[src/rtl/out_bcd_converter_pkg.sv]
// Shared constants for the output-path binary-to-BCD converter.
package out_bcd_converter_pkg;

    localparam logic [1:0] ST_IDLE  = 2'd0;
    localparam logic [1:0] ST_SHIFT = 2'd1;
    localparam logic [1:0] ST_DONE  = 2'd2;

    localparam logic [3:0] BCD_ADJ_THRESH = 4'd5;
    localparam logic [3:0] BCD_ADJ_ADD    = 4'd3;

    // Pre-shift correction for one BCD digit; inputs 5..9 map to 8..12, never overflowing 4 bits.
    function automatic logic [3:0] bcd_adjust(input logic [3:0] d);
        return (d >= BCD_ADJ_THRESH) ? d + BCD_ADJ_ADD : d;
    endfunction

endpackage

[src/rtl/out_bcd_converter_bcd_digit_adj.sv]
// Combinational "if >= 5 add 3" correction for a single BCD digit.
module bcd_digit_adj
    import out_bcd_converter_pkg::*;
(
    input  logic [3:0] d,
    output logic [3:0] q
);

    always_comb begin
        q = bcd_adjust(d);
    end

endmodule

[src/rtl/out_bcd_converter.sv]
// Sequential shift-and-add-3 binary-to-BCD converter, one input bit per clock.
module out_bcd_converter
    import out_bcd_converter_pkg::*;
#(
    parameter int DATA_WIDTH = 16,
    parameter int DIGITS     = 5,
    parameter bit AUTO_START = 1'b1
) (
    input  logic                  clk,
    input  logic                  rst_n,
    input  logic [DATA_WIDTH-1:0] in,
    input  logic                  start,
    output logic                  ready,
    output logic                  busy,
    output logic                  valid,
    output logic [4*DIGITS-1:0]   digits
);

    localparam int CNT_W = $clog2(DATA_WIDTH + 1);
    localparam int BCD_W = 4 * DIGITS;

    logic [1:0]            state;
    logic [CNT_W-1:0]      cnt;
    logic [DATA_WIDTH-1:0] shreg;
    logic [DATA_WIDTH-1:0] last;
    logic [BCD_W-1:0]      scratch;
    logic [BCD_W-1:0]      adj;
    logic                  trigger;

    genvar g;
    generate
        for (g = 0; g < DIGITS; g++) begin : g_adj
            bcd_digit_adj u_adj (
                .d (scratch[4*g +: 4]),
                .q (adj[4*g +: 4])
            );
        end
    endgenerate

    always_comb begin
        trigger = start || (AUTO_START && (in != last));
    end

    assign ready = (state == ST_IDLE);
    assign busy  = (state == ST_SHIFT);

    always_ff @(posedge clk) begin
        if (!rst_n) begin
            state   <= ST_IDLE;
            cnt     <= '0;
            shreg   <= '0;
            last    <= '0;
            scratch <= '0;
            digits  <= '0;
            valid   <= 1'b0;
        end else begin
            valid <= 1'b0;
            case (state)
                ST_IDLE: begin
                    if (trigger) begin
                        shreg   <= in;
                        last    <= in;
                        scratch <= '0;
                        cnt     <= CNT_W'(DATA_WIDTH);
                        state   <= ST_SHIFT;
                    end
                end
                ST_SHIFT: begin
                    // Carry out of the top digit falls off the end of the scratch register.
                    scratch <= {adj[BCD_W-2:0], shreg[DATA_WIDTH-1]};
                    shreg   <= {shreg[DATA_WIDTH-2:0], 1'b0};
                    cnt     <= cnt - CNT_W'(1);
                    if (cnt == CNT_W'(1)) begin
                        state <= ST_DONE;
                    end
                end
                ST_DONE: begin
                    digits <= scratch;
                    valid  <= 1'b1;
                    state  <= ST_IDLE;
                end
                default: begin
                    state <= ST_IDLE;
                end
            endcase
        end
    end

endmodule
[config.mk]
export PLATFORM = sky130hd
export DESIGN_NAME = out_bcd_converter
export DESIGN_NICKNAME = d
export VERILOG_FILES = /design/src/rtl/out_bcd_converter_pkg.sv /design/src/rtl/out_bcd_converter_bcd_digit_adj.sv /design/src/rtl/out_bcd_converter.sv
export SDC_FILE = /design/constraint.sdc
export NUM_CORES = 1
export LEC_CHECK = 0
export ABC_AREA = 1
export ABC_CLOCK_PERIOD_IN_PS = 1800
export BUFFER_PORTS_ARGS = -buffer_cell sky130_fd_sc_hd__buf_2
export CAP_MARGIN = 10
export CORE_AREA = 8 8 106 108
export CTS_CLUSTER_DIAMETER = 200
export DETAILED_ROUTE_END_ITERATION = 10
export DIE_AREA = 0 0 114 116
export GPL_TIMING_DRIVEN = 0
export PLACE_DENSITY_LB_ADDON = 0.2
export SLEW_MARGIN = 20
export SYNTH_ARGS = -nofsm -noshare
export SYNTH_HDL_FRONTEND = slang
export SYNTH_SLANG_ARGS = --single-unit
[constraint.sdc]
create_clock -name clk -period 1.8 [get_ports clk]
set_input_delay 0.09 -clock clk [delete_from_list [all_inputs] [get_ports clk]]
set_output_delay 0.09 -clock clk [all_outputs]
set_load 0.02 [all_outputs]
Yosys cells after proc, flatten, opt, wreduce, memory -nomap -nowiden. Cells that the tools add are included.

$add $sub $neg: 6. Multipliers: 0. Div/mod/pow operators: 0. Magnitude comparators: 5. Equality and inequality tests: 6. Shift operators: 0. Muxes and demuxes: 15. Bitwise gates (word level): 0. Reduce and logical (&&, ||, !) cells: 6.

Operators with widths (count): $pmux W20 S2 (1); $pmux W16 S2 (1); $ge A4 B3 Y1 const B (5); $mux W20 (1); $add A4 B2 Y4 const B (4); $mux W16 (1); $mux W4 (4); $ne A16 B16 Y1 (1); $pmux W5 S2 (1); $reduce_and A2 Y1 (3); $eq A5 B1 Y1 const B (1); $mux W5 (1); $sub A5 B1 Y5 const B (1); $mux W2 (2); $pmux W2 S2 (1); $add A3 B2 Y3 const B (1); $mux W3 (1); $eq A2 B1 Y1 const B (1); $eq A2 B2 Y1 const B (1); $logic_not A2 Y1 (1); $ne A2 B1 Y1 const B (1); $ne A2 B2 Y1 const B (1); $reduce_bool A2 Y1 (1); $logic_or A1 B1 Y1 (1); $mux W1 (1).

Flip-flop bits (word level): 80. Bits in latches: 0. RAM bits: 0. Memory bits (read-only): 0. Output and inout bits: 23. Logic and storage cells: 45. Memories kept: 0.

Longest topological paths before layout. Gate-level depths: netlist of run 1.

Word-level depth: 4. Depth in mapped cells: 12. Mapped depth without buffers: 11.

Cells and area by module. From an unflattened synthesis of run 1, not the netlist that was laid out.

Cell total of the unflattened synthesis: 566. Area total of the unflattened synthesis: 4067.7 µm².

By module, submodules not included: out_bcd_converter (times used 1, cells each 451, area each 3392.0 µm², seq. area each 1601.5 µm²); bcd_digit_adj (times used 5, cells each 23, area each 135.1 µm², seq. area each 0.0 µm²).

Least setup slack after synthesis of run 1. No wires, ideal clock.

Path type: register -> register. Start: reg scratch[4]. End: reg scratch[6]. Setup time: 70 ps. Data arrival time: 1261 ps. Data required time: 1730 ps. Path slack: 469 ps. Cell stages (with the launch flop): 9. Buffers on the path: 0. Period minus slack after synthesis: 1331 ps. Cell sequence: dfxtp_1 -> inv_1 -> ha_1 -> inv_1 -> o21ai_0 -> nand2_1 -> a21oi_1 -> o21ai_0 -> a21oi_1.

Word-level cells in the longest chain between the ends: 3.

Ends and longest elaborated chain: start: declaration (line out_bcd_converter.sv:26) `logic [BCD_W-1:0] scratch;`; start signal: assignment (line out_bcd_converter.sv:70) `scratch <= {adj[BCD_W-2:0], shreg[DATA_WIDTH-1]};`; $add A4 B2 Y4 or $ge A4 B3 Y1 (tied branches) (line out_bcd_converter_pkg.sv:13) `return (d >= BCD_ADJ_THRESH) ? d + BCD_ADJ_ADD : d;`; $mux W4 * (line out_bcd_converter_pkg.sv:13); $pmux W20 S2 * (line out_bcd_converter.sv:58) `case (state)`.

Every way passes the cells marked *; elsewhere a longest branch is shown, timed or not. A chain may end at the register's enable or synchronous reset.

Final worst setup path of run 1.
Start: reg state[0]. End: out busy.

Word-level cells in the longest chain between the ends: 1.

Ends and longest elaborated chain: start: declaration (line out_bcd_converter.sv:22) `logic [1:0] state;`; start signal: assignment (line out_bcd_converter.sv:49) `state <= ST_IDLE;`; start signal: assignment (line out_bcd_converter.sv:65) `state <= ST_SHIFT;`; start signal: assignment (line out_bcd_converter.sv:74) `state <= ST_DONE;`; $eq A2 B1 Y1 (line out_bcd_converter.sv:45) `assign busy = (state == ST_SHIFT);`; end: declaration (line out_bcd_converter.sv:14) `output logic busy,`.

Every way passes these cells.

==> results.yml, run 1 <==
run_status:
  status: "completed"
sta:
  fin_crit_ns: 1.65
  fin_skew_ns: 0.0100
  max_freq_mhz: 604
  hold_viol_final: 0
  period_share: 0.919
  finalSetupTns_ns: 0
  whs_ns: 0.0710
  slew_viol_final: 0
  tightest_slew_ns: 0.532
  final-setup-viol-count: 0
  slew_headroom: 0.645
  rsz0062_at_grt: "false"
critical_path:
  max_stage_delay_ns: 0.35
  cp_slowest_cell: "dfxtp_1"
  cp_max_fo: 10
  r2r_cells: 7
  crit_arrival_ns: 1.56
  rrSetupSlack_ns: 0.20
  r2r-end: "shreg[13]$_SDFFE_PN0P_"
  path_class: "register to output port"
  start_kind: "register"
  reg2reg_from: "state[0]$_SDFFE_PN0P_"
  critPathRequiredTime_ns: 1.71
  crit_chain: "inv_1, nor2_2, clkbuf_2, buf_2"
  cp-end-kind: "output port"
route:
  drtAntennaViolNets: 0
  drc_errors: 0
  finalWirelength_mm: 9.29
  dr.max_layer_used: "met4"
  wl_met2_mm: 4.38
  drt-met1-wl_mm: 4.30
  wl_met3_um: 457
  drt_first_iter_violations: 152
  firstDrtPassIters: 4
  vias: 3426
  routedWlPerCell_um: 13.2
  viasPerCell: 4.87
grt:
  grt_antenna_before_repair: 0
  grt_pass1_vias: 3297
  overflow: 0
  grt_usage: 0.148
  grt_pass1_wl_mm: 15.5
  grt_max_degree: 13
floorplanning:
  die_w_um: 114
  fp.dieArea_um2: 13200
  rows: 36
  die_height_um: 116
  initial_core_util: 0.390
  core_area_um2: 9550
  ios: 42
clock_network:
  cts.reportedPaths.clkPinSlew_ns: 0.08
  cts_buffer_depth: 2
  clock-sinks: 80
  cts_tree: "done"
  htree_levels: 3
  cts_buffers: 9
  clock_latency_ns: 0.35
  cts-root-buf: "clkbuf_8"
logic_synthesis:
  ys_types: 27
  synth_area_um2: 3720
  synthesis.nets: 546
  yosysWarnings: 0
  yosysTopAreaCell: "dfxtp_1"
  synth_seq_cells: 80
  synth_area_leaders: "dfxtp_1 43%, a21oi_1 9.4%, nand3_1 8.5%"
  synth_top_area_share: 0.430
  synth_seq_area_share: 0.430
  avgSynthCellArea_um2: 7.23
  syn_inst: 515
cells_and_area:
  layout_common_cells: "80 x dfxtp_1, 70 x a21oi_1, 67 x nand2_1"
  insertedDiodeCount: 0
  mostFrequentLayoutCell: "dfxtp_1"
  area_delta_synth_final_pct: 16.4
  drive_gt1_frac: 0.156
  nNetsFinal: 597
flow_run:
  cap_violations: 0
min_path:
  hp-class: "input pin to register"
  hp-start: "in[0]"
  holdPathStages: 3
  hold_end: "last[0]$_SDFFE_PN0P_"
placement:
  place.gp.congestion: 0.852
  dp_hpwl_mm: 6.85
  io_buffers: 40
pwr:
  power_per_cell_area_nw_per_um2: 940
  leakagePower_uw: 0.00193
  worst_ir_drop_vdd_uv: 452
  total_power_uw: 4080
## report_power, final
| part | switching [uW] | internal [uW] | total [uW] |
|---|---|---|---|
| registers | 52.6 | 1870 | 1930 |
| clock network | 636 | 926 | 1560 |
| logic | 370 | 218 | 588 |
| total | 1060 | 3020 | 4080 |
## metrics by stage
| stage | instances | utilization | worst slack [ns] | area (um^2) |
|---|---|---|---|---|
| global route | 703 | 0.454 | 0.00913 | 4340 |
| finish | 703 | 0.454 | 0.145 | 4340 |
| CTS | 703 | 0.453 | 0.115 | 4330 |
| floorplan | 515 | - | 0.469 | 3720 |
| detailed placement | 688 | 0.428 | 0.127 | 4090 |
| global placement | 688 | 0.428 | 0.155 | 4090 |
## worst max-delay path by stage
stage | startpoint | to | slack, ns | cells past startpoint
after floorplan | scratch[4]$_SDFFE_PN0P_ | scratch[6]$_SDFFE_PN0P_ | 0.47 | 8
after global routing | state[0]$_SDFFE_PN0P_ | shreg[14]$_SDFFE_PN0P_ | 0.009 | 7
after detailed placement | state[0]$_SDFFE_PN0P_ | digits[8]$_SDFFE_PN0P_ | 0.13 | 6
final | state[0]$_SDFFE_PN0P_ | busy | 0.15 | 4
after CTS | state[1]$_SDFFE_PN0P_ | ready | 0.11 | 3
after global placement | state[0]$_SDFFE_PN0P_ | digits[4]$_SDFFE_PN0P_ | 0.16 | 6
## synthesized netlist by cell type (all sizes together)
master and count:
a21oi 70, buf 10, clkbuf 17, dfxtp 80, ha 12, inv 58, nand2 70, nand3 63
nand3b 5, nand4 4, nor2 55, nor3 1, o211ai 1, o21ai 45, o22ai 3, or2 16
xnor2 3, xor2 2
## cell families (layout without fill, tap and decap cells)
| family | count (synthesis) | after routing | synth area share |
|---|---|---|---|
| compound gates | 119 | 119 | 0.162 |
| xor+xnor | 5 | 5 | 0.0118 |
| flops | 80 | 80 | 0.430 |
| buf+inv | 85 | 140 | 0.0964 |
| simple gates | 214 | 214 | 0.260 |
| fa+ha+maj | 12 | 12 | 0.0403 |
## worst max-delay path, delay by kind of cell (launching register included)
kind	cells	cell delay, ns
and+or+nand+nor	1	0.26
DFF	1	0.35
buffers and inverters	3	0.60
## area by class of cell
class                           instances  area [um^2]
Sequential cell                        80         1600
Fill cell                            1037         5210
Tap cell                              133          166
Clock buffer                           13          179
Clock inverter                          2         60.1
Multi-Input combinational cell        350         1770
Inverter                               58          218
Buffer                                 27          145
Timing Repair Buffer                   40          200
## state kept, by name, indices dropped and copies added (netlist names)
register	cells
cnt	5
valid	1
last	16
shreg	16
state	2
digits	20
scratch	20
## routing by layer
metal / global-route usage / vias up
met1: 0.177 / 1574
met4: 0.0568 / 0
met3: 0.0396 / 11
met2: 0.248 / 59
li1: - / 1782
met5: 0 / -
## timing repair
| action | in CTS | in global routing |
|---|---|---|
| gates resized for setup | 1 | 5 |
| hold buffers | 0 | 0 |
| setup buffers | 0 | 0 |
| setup endpoints to repair | 1 | 12 |
| cloned | 0 | 0 |
(Power assumes the default switching activity.)
==> run 2: changes to the inputs <==
Settings changed: PLACE_DENSITY_LB_ADDON 0.2 to not set.
==> run 2 against run 1 <==
Net effect:
- first-iteration DRC count grew 34%
- sequential power is essentially flat
- worst setup slack gained 0.034 ns
- sequential share of layout area grew 0.39 points
- design area down 1.0%
- total power shrank 6.2%
- clock skew increased by 0.0059 ns
- final cell count is 0.14% higher
- sequential cell count is the same
- critical path depth is 4 higher
- via count increased by 0.61%
- utilization is 0.47 points lower
- critical endpoint is now cnt[4]$_SDFFE_PN0P_
==> results.yml, run 2 (same netlist as run 1, synthesis figures left out) <==
run_status:
  status: "completed"
floorplanning:
  ios: 42
  die_height_um: 116
  fp.dieArea_um2: 13200
  core_area_um2: 9550
  rows: 36
  die_w_um: 114
  initial_core_util: 0.390
sta:
  fin_skew_ns: 0.0159
  hold_viol_final: 0
  fin_crit_ns: 1.62
  slew_headroom: 0.629
  final-setup-viol-count: 0
  period_share: 0.901
  whs_ns: 0.0848
  rsz0062_at_grt: "false"
  max_freq_mhz: 617
  slew_viol_final: 0
  tightest_slew_ns: 0.557
  finalSetupTns_ns: 0
pwr:
  comb_power_share: 0.156
  worst_ir_drop_vdd_uv: 504
  swShare: 0.285
  pwr-share-clk: 0.340
  p_switching_uw: 1090
  power_per_cell_area_nw_per_um2: 891
  leakagePower_uw: 0.00189
  p_int_uw: 2730
  seqPwrFrac: 0.504
route:
  routedWlPerCell_um: 13.3
  viasPerCell: 4.90
  vias: 3447
  finalWirelength_mm: 9.35
  firstDrtPassIters: 4
  drt_first_iter_violations: 204
  drtAntennaViolNets: 0
  drc_errors: 0
critical_path:
  cp-end-kind: "register"
  cp_max_fo: 10
  start_kind: "register"
  critPathRequiredTime_ns: 2.05
  crit_path_start: "state[0]$_SDFFE_PN0P_"
  r2r-end: "cnt[4]$_SDFFE_PN0P_"
  worstSetupEndpoint: "cnt[4]$_SDFFE_PN0P_"
  reg2reg_from: "state[0]$_SDFFE_PN0P_"
  r2r_cells: 8
  path_class: "register to register"
  crit_arrival_ns: 1.87
  rrSetupSlack_ns: 0.18
cells_and_area:
  layout_common_cells: "80 x dfxtp_1, 70 x a21oi_1, 67 x nand2_1"
  mostFrequentLayoutCell: "dfxtp_1"
  top_regs: "digits x20, scratch x20"
  insertedDiodeCount: 0
  nNetsFinal: 597
  area_delta_synth_final_pct: 15.2
  drive_gt1_frac: 0.154
grt:
  grt_pass1_vias: 3276
  grt_antenna_before_repair: 0
  grt_pass1_wl_mm: 15.5
  grt_max_degree: 14
  overflow: 0
  grt_usage: 0.147
clock_network:
  clock-sinks: 80
  cts_buffers: 9
  clock_latency_ns: 0.35
  cts.reportedPaths.clkPinSlew_ns: 0.08
  cts_buffer_depth: 2
  htree_levels: 3
  cts-root-buf: "clkbuf_8"
  cts_tree: "done"
placement:
  dp_hpwl_mm: 6.77
  io_buffers: 40
  place.gp.congestion: 0.845
flow_run:
  cap_violations: 0
min_path:
  hp-class: "input pin to register"
-- run 2: changes by cell type in the layout (fill, tap and decap cells not counted), sizes merged --
| cell | before | now |
|---|---|---|
| bufinv | 2 | 1 |
| clkbuf | 30 | 28 |
| clkinv | 0 | 1 |
| clkinvlp | 0 | 3 |
-- run 2: area by class of cell --
class                      instances  area, um^2
fill                            1033        5260
multi-input combinational        350        1770
tap                              133         166
timing repair buffer              40         200
buffer                            27         145
inverter                          58         218
clock buffer                      11         131
clock inverter                     5        57.6
sequential                        80        1600
-- run 2: how the worst min path moves through the flow --
| stage | startpoint | endpoint | slack [ns] | depth (start not counted) |
|---|---|---|---|---|
| global route | in[0] | last[0]$_SDFFE_PN0P_ | 0.07 | 3 |
| finish | in[0] | last[0]$_SDFFE_PN0P_ | 0.08 | 3 |
| detailed placement | in[0] | last[0]$_SDFFE_PN0P_ | 0.44 | 3 |
| floorplan | in[0] | last[0]$_SDFFE_PN0P_ | 0.28 | 2 |
| global placement | in[0] | last[0]$_SDFFE_PN0P_ | 0.44 | 3 |
| CTS | in[0] | last[0]$_SDFFE_PN0P_ | 0.07 | 3 |
-- run 2: critical path, stage by stage, from the launching register on --
cell	delay (ns)
dfxtp_1	0.36
inv_1	0.09
nor2_4	0.19
inv_2	0.13
clkbuf_1	0.29
a21oi_1	0.20
o21ai_0	0.11
nand3_1	0.10
inv_1	0.05
-- run 2: metrics by stage --
step	power [uW]	instances	util	area [um^2]	worst slack [ns]
finish	3820	704	0.449	4290	0.179
global route	4040	704	0.449	4290	0.0260
CTS	3860	704	0.448	4280	0.120
global placement	2550	688	0.428	4090	0.156
detailed placement	2560	688	0.428	4090	0.135
floorplan	2390	515	-	3720	0.469
-- run 2: power by group through the flow --
stage / Sequential, uW / Clock (uW) / Combinational [uW]
5_1_grt: 1940 / 1420 / 674
4_1_cts: 1930 / 1330 / 597
3_3_place_gp: 1960 / 0 / 584
6_report: 1930 / 1300 / 596
3_5_place_dp: 1970 / 0 / 593
2_1_floorplan: 1970 / 0 / 421
-- run 2: repair_timing --
action                                  CTS  global route
resized for setup                         1             6
hold endpoints to repair                  0             0
hold buffers                              0             0
buffers inserted                          0             0
endpoints found under the setup margin    1            18
-- run 2: routing by layer --
| metal | global-route usage | share of wire | vias to the layer above |
|---|---|---|---|
| li1 | - | - | 1789 |
| met1 | 0.176 | 0.46 | 1582 |
| met2 | 0.246 | 0.48 | 67 |
| met3 | 0.0318 | 0.047 | 9 |
| met4 | 0.0692 | 0.011 | 0 |
| met5 | 0 | 0 | - |
==> run 3: changes to the inputs <==
Settings changed: MAX_ROUTING_LAYER set to met4, PLACE_DENSITY set to 0.56.
==> run 3 against run 2 <==
Net effect:
- clock skew fell by 0.0059 ns
- worst hold slack got worse by 0.0076 ns
- design area rose by 2.0%
- worst setup slack got worse by 0.0029 ns
- first-iteration DRC count fell by 27%
- total power rose by 9.4%
- global-route usage rose by 0.26 points
- sequential power barely moved
- critical path depth fell by 4
- die area did not move
==> results.yml, run 3 (same netlist as run 1, synthesis figures left out) <==
critical_path:
  cp_max_fo: 10
  crit_chain: "inv_1, nor2_4, clkbuf_2, buf_2"
  cp_slowest_cell: "dfxtp_1"
  start_kind: "register"
  path_class: "register to output port"
  max_stage_delay_ns: 0.36
  worst-path-buf-inv: 3
  cp-end-kind: "output port"
  crit_arrival_ns: 1.53
  critPathTopFamily: "buffers and inverters"
  critPathRequiredTime_ns: 1.71
grt:
  globalRouteMet1Util: 0.170
  grt_pass1_wl_mm: 15.1
  grt_util_met3: 0.0307
  grt_pass1_vias: 3201
  grt_antenna_before_repair: 0
  overflow: 0
  grtUsageMet2: 0.245
  grt_max_degree: 14
  busiest_layer: "met2"
  grt_usage: 0.149
cells_and_area:
  area_delta_synth_final_pct: 17.5
  final_cell_area_um2: 4380
  layout_common_cells: "80 x dfxtp_1, 70 x a21oi_1, 67 x nand2_1"
  insertedDiodeCount: 0
  mostFrequentLayoutCell: "dfxtp_1"
  drive_gt1_frac: 0.164
  top_regs: "digits x20, scratch x20"
  nNetsFinal: 599
  n_fill_cell: 1009
sta:
  tightest_slew_ns: 0.549
  finalSetupTns_ns: 0
  period_share: 0.902
  max_freq_mhz: 616
  final-setup-viol-count: 0
  slew_viol_final: 0
  fin_skew_ns: 0.0100
  slew_headroom: 0.634
  hold_viol_final: 0
  rsz0062_at_grt: "false"
  fin_crit_ns: 1.62
clock_network:
  htree_levels: 3
  cts_tree: "done"
  cts_buffers: 9
  cts-root-buf: "clkbuf_8"
  ctsHoldBuffers: 0
  clock-sinks: 80
  clock_latency_ns: 0.35
  cts.reportedPaths.clkPinSlew_ns: 0.08
  cts_buffer_depth: 2
pwr:
  power_per_cell_area_nw_per_um2: 956
  leakagePower_uw: 0.00194
  total_power_uw: 4180
  worst_ir_drop_vdd_uv: 340
floorplanning:
  die_height_um: 116
  fp.dieArea_um2: 13200
  die_w_um: 114
  ios: 42
  core_area_um2: 9550
  rows: 36
  initial_core_util: 0.390
placement:
  placed_area_um2: 4090
  dp_hpwl_mm: 6.92
  place.gp.congestion: 0.863
  io_buffers: 40
min_path:
  hp-class: "input pin to register"
run_status:
  status: "completed"
route:
  firstDrtPassIters: 5
  finalWirelength_mm: 9.48
  drtAntennaViolNets: 0
  vias: 3470
  viasPerCell: 4.92
  routedWlPerCell_um: 13.4
  drc_errors: 0
  drt_first_iter_violations: 149
flow_run:
  cap_violations: 0
-- run 3: cell count changes in the layout (fill, tap and decap cells not counted) --
cell	change
buf_2	-1
buf_4	+2
bufinv_16	+2
clkbuf_1	-3
clkbuf_2	+1
clkbuf_4	+1
clkbuf_8	+2
clkinvlp_4	-2
nor2_1	-1
nor2_2	+1
-- run 3: power breakdown --
| part | leakage [uW] | switching, uW | total (uW) | internal, uW |
|---|---|---|---|---|
| logic | 0.00116 | 380 | 603 | 224 |
| registers | 0.000654 | 51.8 | 1930 | 1870 |
| clock network | 0.000126 | 659 | 1650 | 995 |
| total | 0.00194 | 1090 | 4180 | 3090 |
-- run 3: through the flow --
| stage | hold slack, ns | setup WS (ns) | utilization | instances |
|---|---|---|---|---|
| 5_1_grt | 0.0838 | 0.00652 | 0.458 | 706 |
| 2_1_floorplan | 0.279 | 0.469 | - | 515 |
| 4_1_cts | 0.0588 | 0.0819 | 0.455 | 704 |
| 3_5_place_dp | 0.444 | 0.147 | 0.428 | 688 |
| 3_3_place_gp | 0.441 | 0.155 | 0.428 | 688 |
| 6_report | 0.0773 | 0.176 | 0.458 | 706 |
-- run 3: what timing repair did --
item,4_1_cts,5_1_grt
gates resized for setup,1,10
pin swaps,0,2
buffers inserted,0,2
endpoints found under the setup margin,1,28
-- run 3: final cells by class --
| class | count | area [um^2] | share of cell area |
|---|---|---|---|
| sequential | 80 | 1600 | 0.366 |
| multi-input combinational | 350 | 1770 | 0.405 |
| tap | 133 | 166 | 0.0380 |
| clock inverter | 5 | 103 | 0.0234 |
| inverter | 58 | 218 | 0.0497 |
| timing repair buffer | 42 | 215 | 0.0492 |
| clock buffer | 11 | 151 | 0.0346 |
| buffer | 27 | 149 | 0.0340 |
-- run 3: path summary, 6_finish.rpt --
check        cells past startpoint                   from                      end  slack, ns
max                              4  state[0]$_SDFFE_PN0P_                     busy       0.18
min                              3                  in[0]     last[0]$_SDFFE_PN0P_       0.08
max reg2reg                      7  state[0]$_SDFFE_PN0P_  scratch[7]$_SDFFE_PN0P_       0.20
min reg2reg                      2   last[7]$_SDFFE_PN0P_     last[7]$_SDFFE_PN0P_       0.46
-- run 3: per-layer routing --
| metal | wire length, um | vias up |
|---|---|---|
| met5 | 0 | - |
| met4 | 214 | 0 |
| met3 | 430 | 15 |
| met2 | 4530 | 79 |
| met1 | 4310 | 1585 |
| li1 | - | 1791 |
-- run 3: worst register-to-register path, cell delays in order, from the launching register on --
cell and delay [ns]:
dfxtp_1 0.36, inv_1 0.09, nor2_4 0.20, inv_2 0.14, clkbuf_1 0.29, a21oi_1 0.20
o21ai_0 0.12, a21oi_1 0.14
